==> config.mk <==
export PLATFORM = sky130hd
export DESIGN_NAME = axi_m_arbiter
export DESIGN_NICKNAME = d
export VERILOG_FILES = /design/src/rtl/axi_m_arbiter.sv
export SDC_FILE = /design/constraint.sdc
export NUM_CORES = 1
export LEC_CHECK = 0
export CORE_AREA = 2 2 284 286
export CTS_CLUSTER_SIZE = 16
export DETAILED_ROUTE_END_ITERATION = 7
export DIE_AREA = 0 0 286 288
export DONT_BUFFER_PORTS = 1
export PLACE_DENSITY = 0.3
export SYNTH_ARGS = -nofsm -noshare
export SYNTH_HDL_FRONTEND = slang
export SYNTH_SLANG_ARGS = --single-unit
==> constraint.sdc <==
create_clock -name AXI_CLK_i -period 9.05 [get_ports AXI_CLK_i]
set_clock_uncertainty 0.1 [all_clocks]
set_input_delay 0.905 -clock AXI_CLK_i [delete_from_list [all_inputs] [get_ports AXI_CLK_i]]
set_output_delay 0.905 -clock AXI_CLK_i [all_outputs]
set_load 0.01 [all_outputs]
==> src/rtl/axi_m_arbiter.sv <==
// rtl/axi_m_arbiter.sv - N-master AR/AW/W request arbiter with W-order queue.
// Build option: define AXI_ARB_ROUND_ROBIN_EN for round-robin; otherwise fixed priority.
module axi_m_arbiter #(
    parameter int NUM_M    = 4,
    parameter int AR_W     = 49,
    parameter int AW_W     = 49,
    parameter int W_W      = 37,
    parameter int WQ_DEPTH = 4,
    localparam int SEL_W   = $clog2(NUM_M),
    localparam int PTR_W   = $clog2(WQ_DEPTH),
    localparam int CNT_W   = PTR_W + 1
) (
    input  logic                    AXI_CLK_i,
    input  logic                    AXI_RST_i,
    input  logic [NUM_M-1:0]        M_AR_VALID_i,
    input  logic [NUM_M*AR_W-1:0]   M_AR_DATA_i,
    output logic [NUM_M-1:0]        M_AR_READY_o,
    input  logic [NUM_M-1:0]        M_AW_VALID_i,
    input  logic [NUM_M*AW_W-1:0]   M_AW_DATA_i,
    output logic [NUM_M-1:0]        M_AW_READY_o,
    input  logic [NUM_M-1:0]        M_W_VALID_i,
    input  logic [NUM_M*W_W-1:0]    M_W_DATA_i,
    input  logic [NUM_M-1:0]        M_W_LAST_i,
    output logic [NUM_M-1:0]        M_W_READY_o,
    output logic                    S_AR_VALID_o,
    output logic [AR_W-1:0]         S_AR_DATA_o,
    output logic [SEL_W-1:0]        S_AR_SEL_o,
    input  logic                    S_AR_READY_i,
    output logic                    S_AW_VALID_o,
    output logic [AW_W-1:0]         S_AW_DATA_o,
    output logic [SEL_W-1:0]        S_AW_SEL_o,
    input  logic                    S_AW_READY_i,
    output logic                    S_W_VALID_o,
    output logic [W_W-1:0]          S_W_DATA_o,
    output logic                    S_W_LAST_o,
    output logic [SEL_W-1:0]        S_W_SEL_o,
    input  logic                    S_W_READY_i,
    output logic [CNT_W-1:0]        WQ_COUNT_o
);

    localparam logic [NUM_M-1:0] ONE = NUM_M'(1);

`ifdef AXI_ARB_ROUND_ROBIN_EN
    // Search starts at ptr; the lowest offset from ptr with a request wins.
    function automatic logic [SEL_W-1:0] pick(input logic [NUM_M-1:0] req,
                                              input logic [SEL_W-1:0] ptr);
        logic [SEL_W-1:0] idx;
        int k;
        idx = '0;
        for (int j = NUM_M - 1; j >= 0; j--) begin
            k = (int'(ptr) + j) % NUM_M;
            if (req[k]) idx = SEL_W'(k);
        end
        return idx;
    endfunction

    function automatic logic [SEL_W-1:0] next_ptr(input logic [SEL_W-1:0] k);
        return (k == SEL_W'(NUM_M - 1)) ? '0 : k + 1'b1;
    endfunction
`else
    function automatic logic [SEL_W-1:0] pick(input logic [NUM_M-1:0] req);
        logic [SEL_W-1:0] idx;
        idx = '0;
        for (int j = NUM_M - 1; j >= 0; j--) begin
            if (req[j]) idx = SEL_W'(j);
        end
        return idx;
    endfunction
`endif

    logic [SEL_W-1:0] ar_idx;
    logic [SEL_W-1:0] aw_idx;
    logic             ar_acc;
    logic             aw_acc;
    logic             w_acc;
    logic             ar_gnt;
    logic             aw_gnt;
    logic             w_fire;

    logic [SEL_W-1:0] wq_mem [WQ_DEPTH];
    logic [PTR_W-1:0] wq_wr_ptr;
    logic [PTR_W-1:0] wq_rd_ptr;
    logic [CNT_W-1:0] wq_count;
    logic             wq_empty;
    logic             wq_full;
    logic             wq_push;
    logic             wq_pop;
    logic [SEL_W-1:0] wq_head;

`ifdef AXI_ARB_ROUND_ROBIN_EN
    logic [SEL_W-1:0] ar_ptr;
    logic [SEL_W-1:0] aw_ptr;

    assign ar_idx = pick(M_AR_VALID_i, ar_ptr);
    assign aw_idx = pick(M_AW_VALID_i, aw_ptr);

    always_ff @(posedge AXI_CLK_i or negedge AXI_RST_i) begin
        if (!AXI_RST_i) begin
            ar_ptr <= '0;
            aw_ptr <= '0;
        end else begin
            if (ar_gnt) ar_ptr <= next_ptr(ar_idx);
            if (aw_gnt) aw_ptr <= next_ptr(aw_idx);
        end
    end
`else
    assign ar_idx = pick(M_AR_VALID_i);
    assign aw_idx = pick(M_AW_VALID_i);
`endif

    assign wq_empty = (wq_count == '0);
    assign wq_full  = (wq_count == CNT_W'(WQ_DEPTH));
    assign wq_head  = wq_mem[wq_rd_ptr];

    assign ar_acc = !S_AR_VALID_o || S_AR_READY_i;
    assign aw_acc = !S_AW_VALID_o || S_AW_READY_i;
    assign w_acc  = !S_W_VALID_o  || S_W_READY_i;

    // W routing only follows the queue head, so a master without a queued AW never gets ready.
    assign M_W_READY_o = (!wq_empty && w_acc) ? ((ONE << wq_head) & M_W_VALID_i) : '0;
    assign w_fire      = |M_W_READY_o;
    assign wq_pop      = w_fire && M_W_LAST_i[wq_head];

    // A same-cycle pop frees the head entry, so a full queue can still take a push.
    assign ar_gnt = ar_acc && |M_AR_VALID_i;
    assign aw_gnt = aw_acc && |M_AW_VALID_i && (!wq_full || wq_pop);
    assign wq_push = aw_gnt;

    assign M_AR_READY_o = ar_gnt ? (ONE << ar_idx) : '0;
    assign M_AW_READY_o = aw_gnt ? (ONE << aw_idx) : '0;

    always_ff @(posedge AXI_CLK_i or negedge AXI_RST_i) begin
        if (!AXI_RST_i) begin
            S_AR_VALID_o <= 1'b0;
            S_AR_DATA_o  <= '0;
            S_AR_SEL_o   <= '0;
        end else if (ar_gnt) begin
            S_AR_VALID_o <= 1'b1;
            S_AR_DATA_o  <= M_AR_DATA_i[ar_idx*AR_W +: AR_W];
            S_AR_SEL_o   <= ar_idx;
        end else if (S_AR_READY_i) begin
            S_AR_VALID_o <= 1'b0;
        end
    end

    always_ff @(posedge AXI_CLK_i or negedge AXI_RST_i) begin
        if (!AXI_RST_i) begin
            S_AW_VALID_o <= 1'b0;
            S_AW_DATA_o  <= '0;
            S_AW_SEL_o   <= '0;
        end else if (aw_gnt) begin
            S_AW_VALID_o <= 1'b1;
            S_AW_DATA_o  <= M_AW_DATA_i[aw_idx*AW_W +: AW_W];
            S_AW_SEL_o   <= aw_idx;
        end else if (S_AW_READY_i) begin
            S_AW_VALID_o <= 1'b0;
        end
    end

    always_ff @(posedge AXI_CLK_i or negedge AXI_RST_i) begin
        if (!AXI_RST_i) begin
            S_W_VALID_o <= 1'b0;
            S_W_DATA_o  <= '0;
            S_W_LAST_o  <= 1'b0;
            S_W_SEL_o   <= '0;
        end else if (w_fire) begin
            S_W_VALID_o <= 1'b1;
            S_W_DATA_o  <= M_W_DATA_i[wq_head*W_W +: W_W];
            S_W_LAST_o  <= M_W_LAST_i[wq_head];
            S_W_SEL_o   <= wq_head;
        end else if (S_W_READY_i) begin
            S_W_VALID_o <= 1'b0;
        end
    end

    always_ff @(posedge AXI_CLK_i or negedge AXI_RST_i) begin
        if (!AXI_RST_i) begin
            for (int i = 0; i < WQ_DEPTH; i++) wq_mem[i] <= '0;
            wq_wr_ptr <= '0;
            wq_rd_ptr <= '0;
            wq_count  <= '0;
        end else begin
            if (wq_push) begin
                wq_mem[wq_wr_ptr] <= aw_idx;
                wq_wr_ptr         <= wq_wr_ptr + 1'b1;
            end
            if (wq_pop) wq_rd_ptr <= wq_rd_ptr + 1'b1;
            case ({wq_push, wq_pop})
                2'b10:   wq_count <= wq_count + 1'b1;
                2'b01:   wq_count <= wq_count - 1'b1;
                default: wq_count <= wq_count;
            endcase
        end
    end

    assign WQ_COUNT_o = wq_count;

endmodule

==> summary.md <==
| Metric | Value |
|---|---|
| Outcome | complete, no violations |
| Pin count of the biggest net entering global routing | around 120 |
| Dpl ws | 4.33 ns |
| CTS sink cnt | 160 |
| Reg-to-reg endpoint | WQ_COUNT_o[2] |
| Unrepaired setup endpoints after global routing | no |
| Post-route ant nets | 0 |
| Sw Share | 37.8% |
| Pwr Density | approximately 300 nW/um2 |
| Share of cells above drive strength 1 | 52.6% |
| Final wirelength | 36600 um |
| Number of detailed-route iterations in the first pass | 4 |
| Port Buffers | 0 |
| # IOs | between 700 and 800 |
| Relative slew slack | 22.8% |
| Post-Syn Nets | around 1.2k |
| Worst R2R Setup Slack | 4.66 ns |
| Worst Path Arrival | 4.08 ns |
| Sequential share of power | 40.5% |
| Leading area contributor after synthesis | dfrtp_1 |
| Final setup violation count | 0 |
| Total congestion overflow | 0 |
| Xor/xnor cell area share of the yosys netlist | 0.546% |
| Reg2Reg Depth | 12 |
| Netlist cell types | 44 |
| Post-synth EDFFs | 0 |
| FP Rows | 104 |
| Vias in the first global route | 6566 |
| Combinational group share of total power | a little under two fifths |
| Final setup margin | 3.96 ns |
| Synth Area in Adders | less than 1% |
| DR vias | 5859 |
| Mapped Area | ~9600 um2 |
| Area delta synth->final | 19.0% |
| Crit path kind | register to output pin |
| Most used DFF post-synth | dfrtp_1 |
| Most instantiated cells after synthesis | dfrtp_1, mux4_2, mux2_2 |
| Die Y | 288 um |
| Post-cts resize count | 0 |
| FMAX | ~200 MHz |
| Minimum clock period after layout | 5.09 ns |
| CTS tree | yes |
| CP endpoint kind | output pin |
| Period utilization | 56.2% |
| Fin nets | between 1k and 1.5k |
| Gpl congestion | 0.905 |
| Slew @ Worst Pin | 1.15 ns |
| CP Max Fanout | 56 |
| Core Area | roughly 80000 um2 |
| Fraction of registers with async set/reset | 100% |
| Post-synthesis simple-gate area fraction | 2.76% |
| Num CTS Buffers | 17 |
| Fillers | 8859 |
| Most common cell in the netlist | dfrtp_1 |
| Worst r2r src | wq_rd_ptr[0] |
| First-pass GRT wire length | 50000 um |
| Lkg Pwr | 3.89 nW |
| Initial drt markers | 328 |
| Htree depth | 4 |
| Largest family of logic cells by synthesized area | multiplexers |
| Chip width | about 290 um |
| Worst-Skew Late Latency | 0.47 ns |
| Residual DRC count | 0 |
| Sw Pwr | 1.30 mW |
| Tot GR Track Use | 8.62% |
| Post-route setup TNS | 0 ns |
| Clock tree buffer depth | 2 |
| Internal | 2.14 mW |
| CTS clk-pin slew, worst paths | 0.07 ns |
| Clock Power Share | 22.1% |
| Synth area leaders | dfrtp_1, mux4_2, mux2_2, mux2_1, clkbuf_1 |
| Type of origin of the critical path | register |
| Synth Instances | approximately 580 |
| Root buf cell | clkbuf_16 |
| Compound-Gate Fraction of Synth Area | 1.35% |
| Max-slew violation count | 0 |
| Fin. Hold Viols | 0 |
| Number of max-cap violations | 0 |
| Final HPWL DP | 29300 um |
| Synth Warn # | 0 |
| Antenna violations before repair | 10 |
| Max VDD drop | ~130 uV |
| Seq cells post-synth | 160 |
| Share of Yosys cell area claimed by the top area cell type | 41.6% |
| Min-Delay Path Class | input pin to async pin |
| Post-synthesis sequential area ratio | 41.6% |
| Wire length per cell | 22.2 um |
| Post-synthesis mux area share | between 40% and 50% |
| Die area | slightly above 80000 um2 |
| Vias/cell | roughly 3.6 |
| Synthesized area per cell | 16.5 um2 |
| Initial core utilization | approximately an eighth |
| Critical Path RT | 8.05 ns |
[power by group through the flow]
stage / Combinational (mW) / Clock, mW / Sequential (mW)
3_5_place_dp: 1.31 / 0 / 1.43
5_1_grt: 1.42 / 0.844 / 1.44
2_1_floorplan: 1.13 / 0 / 1.27
4_1_cts: 1.33 / 0.820 / 1.41
6_report: 1.29 / 0.762 / 1.39
3_3_place_gp: 1.30 / 0 / 1.44
[registers in the layout, indices dropped and copies added (netlist names)]
register and count:
S_AW_SEL_o 2, WQ_COUNT_o 3, S_AW_VALID_o 1, S_W_LAST_o 1, wq_mem 8, S_AR_DATA_o 49, S_W_SEL_o 2, S_AR_VALID_o 1
S_W_VALID_o 1, wq_rd_ptr 2, S_W_DATA_o 37, S_AR_SEL_o 2, S_AW_DATA_o 49, wq_wr_ptr 2
[per-layer routing]
layer / track usage (%) / wire length, um / vias to the layer above
li1: - / - / 2338
met1: 9.39 / 13100 / 3078
met2: 14.7 / 19100 / 399
met3: 3.60 / 3580 / 42
met4: 3.59 / 755 / 2
met5: 0 / 12 / -
[kinds of logic (layout without fill, tap and decap cells)]
family          count (synthesis)  after routing
other cells                     0             13
mux                           289            289
compound gates                 17             17
xor+xnor                        6              6
buf+inv                        56             49
fa+ha+maj                       6              6
simple gates                   49             49
flops                         160            160
[per-stage QoR]
step / instances / util [%] / power, mW / instance area, um2 / hold WS (ns)
2_1_floorplan: 583 / - / 2.41 / 9630 / 0.374
3_3_place_gp: 1603 / 13.5 / 2.73 / 10800 / 0.388
3_5_place_dp: 1603 / 13.5 / 2.73 / 10800 / 0.392
4_1_cts: 1636 / 14.3 / 3.57 / 11400 / 0.154
5_1_grt: 1642 / 14.4 / 3.70 / 11400 / 0.165
6_report: 1649 / 14.4 / 3.44 / 11500 / 0.196
[timing repair]
item | 4_1_cts | 5_1_grt
hold buffers | 2 | 0
endpoints found under the hold margin | 114 | 0
endpoints found under the setup margin | 0 | 0
setup buffers | 0 | 0
[critical path, cell delays in order (launching register included)]
cell	delay, ns
dfrtp_1	0.55
mux4_2	0.96
or3_4	0.56
a21o_1	0.22
nor2_4	0.19
o31a_4	0.67
inv_4	0.13
nor3_2	0.29
[layout by cell type, fill, tap and decap left out, types with 3 or more instances in the layout]
master / instances
dfrtp_1: 160
nor3_2: 3
nor2_1: 11
mux2i_1: 3
xnor2_1: 3
nor2b_1: 5
ha_1: 5
diode_2: 13
mux4_2: 137
mux2_2: 113
xor2_1: 3
inv_1: 8
a21oi_1: 3
nand2b_1: 4
clkinvlp_4: 5
nand2_1: 7
clkbuf_16: 17
buf_4: 7
a21o_1: 3
mux2_1: 36
nor2_4: 5
o311ai_0: 4
[worst max path at each step]
stage,slack [ns],cells after the start,startpoint,to
after global placement,4.36,7,wq_rd_ptr[0],M_AW_READY_o[0]
after detailed placement,4.33,7,wq_rd_ptr[0],M_AW_READY_o[0]
final,3.96,7,wq_rd_ptr[0],M_AW_READY_o[0]
after CTS,3.77,7,wq_rd_ptr[0],M_AW_READY_o[0]
after floorplan,5.63,10,wq_rd_ptr[0],M_AW_READY_o[1]
after global routing,3.56,6,wq_rd_ptr[0],M_AW_READY_o[1]
[layout make-up]
type / count / area [um2] / share of cell area, %
timing repair buffer: 9 / 108 / 0.939
clock inverter: 14 / 160 / 1.40
clock buffer: 17 / 425 / 3.71
inverter: 9 / 36.3 / 0.317
multi-input combinational: 367 / 5360 / 46.8
sequential: 160 / 4000 / 34.9
antenna: 13 / 32.5 / 0.284
tap: 1060 / 1330 / 11.6
Note: power is estimated with default switching activity, not from simulation.
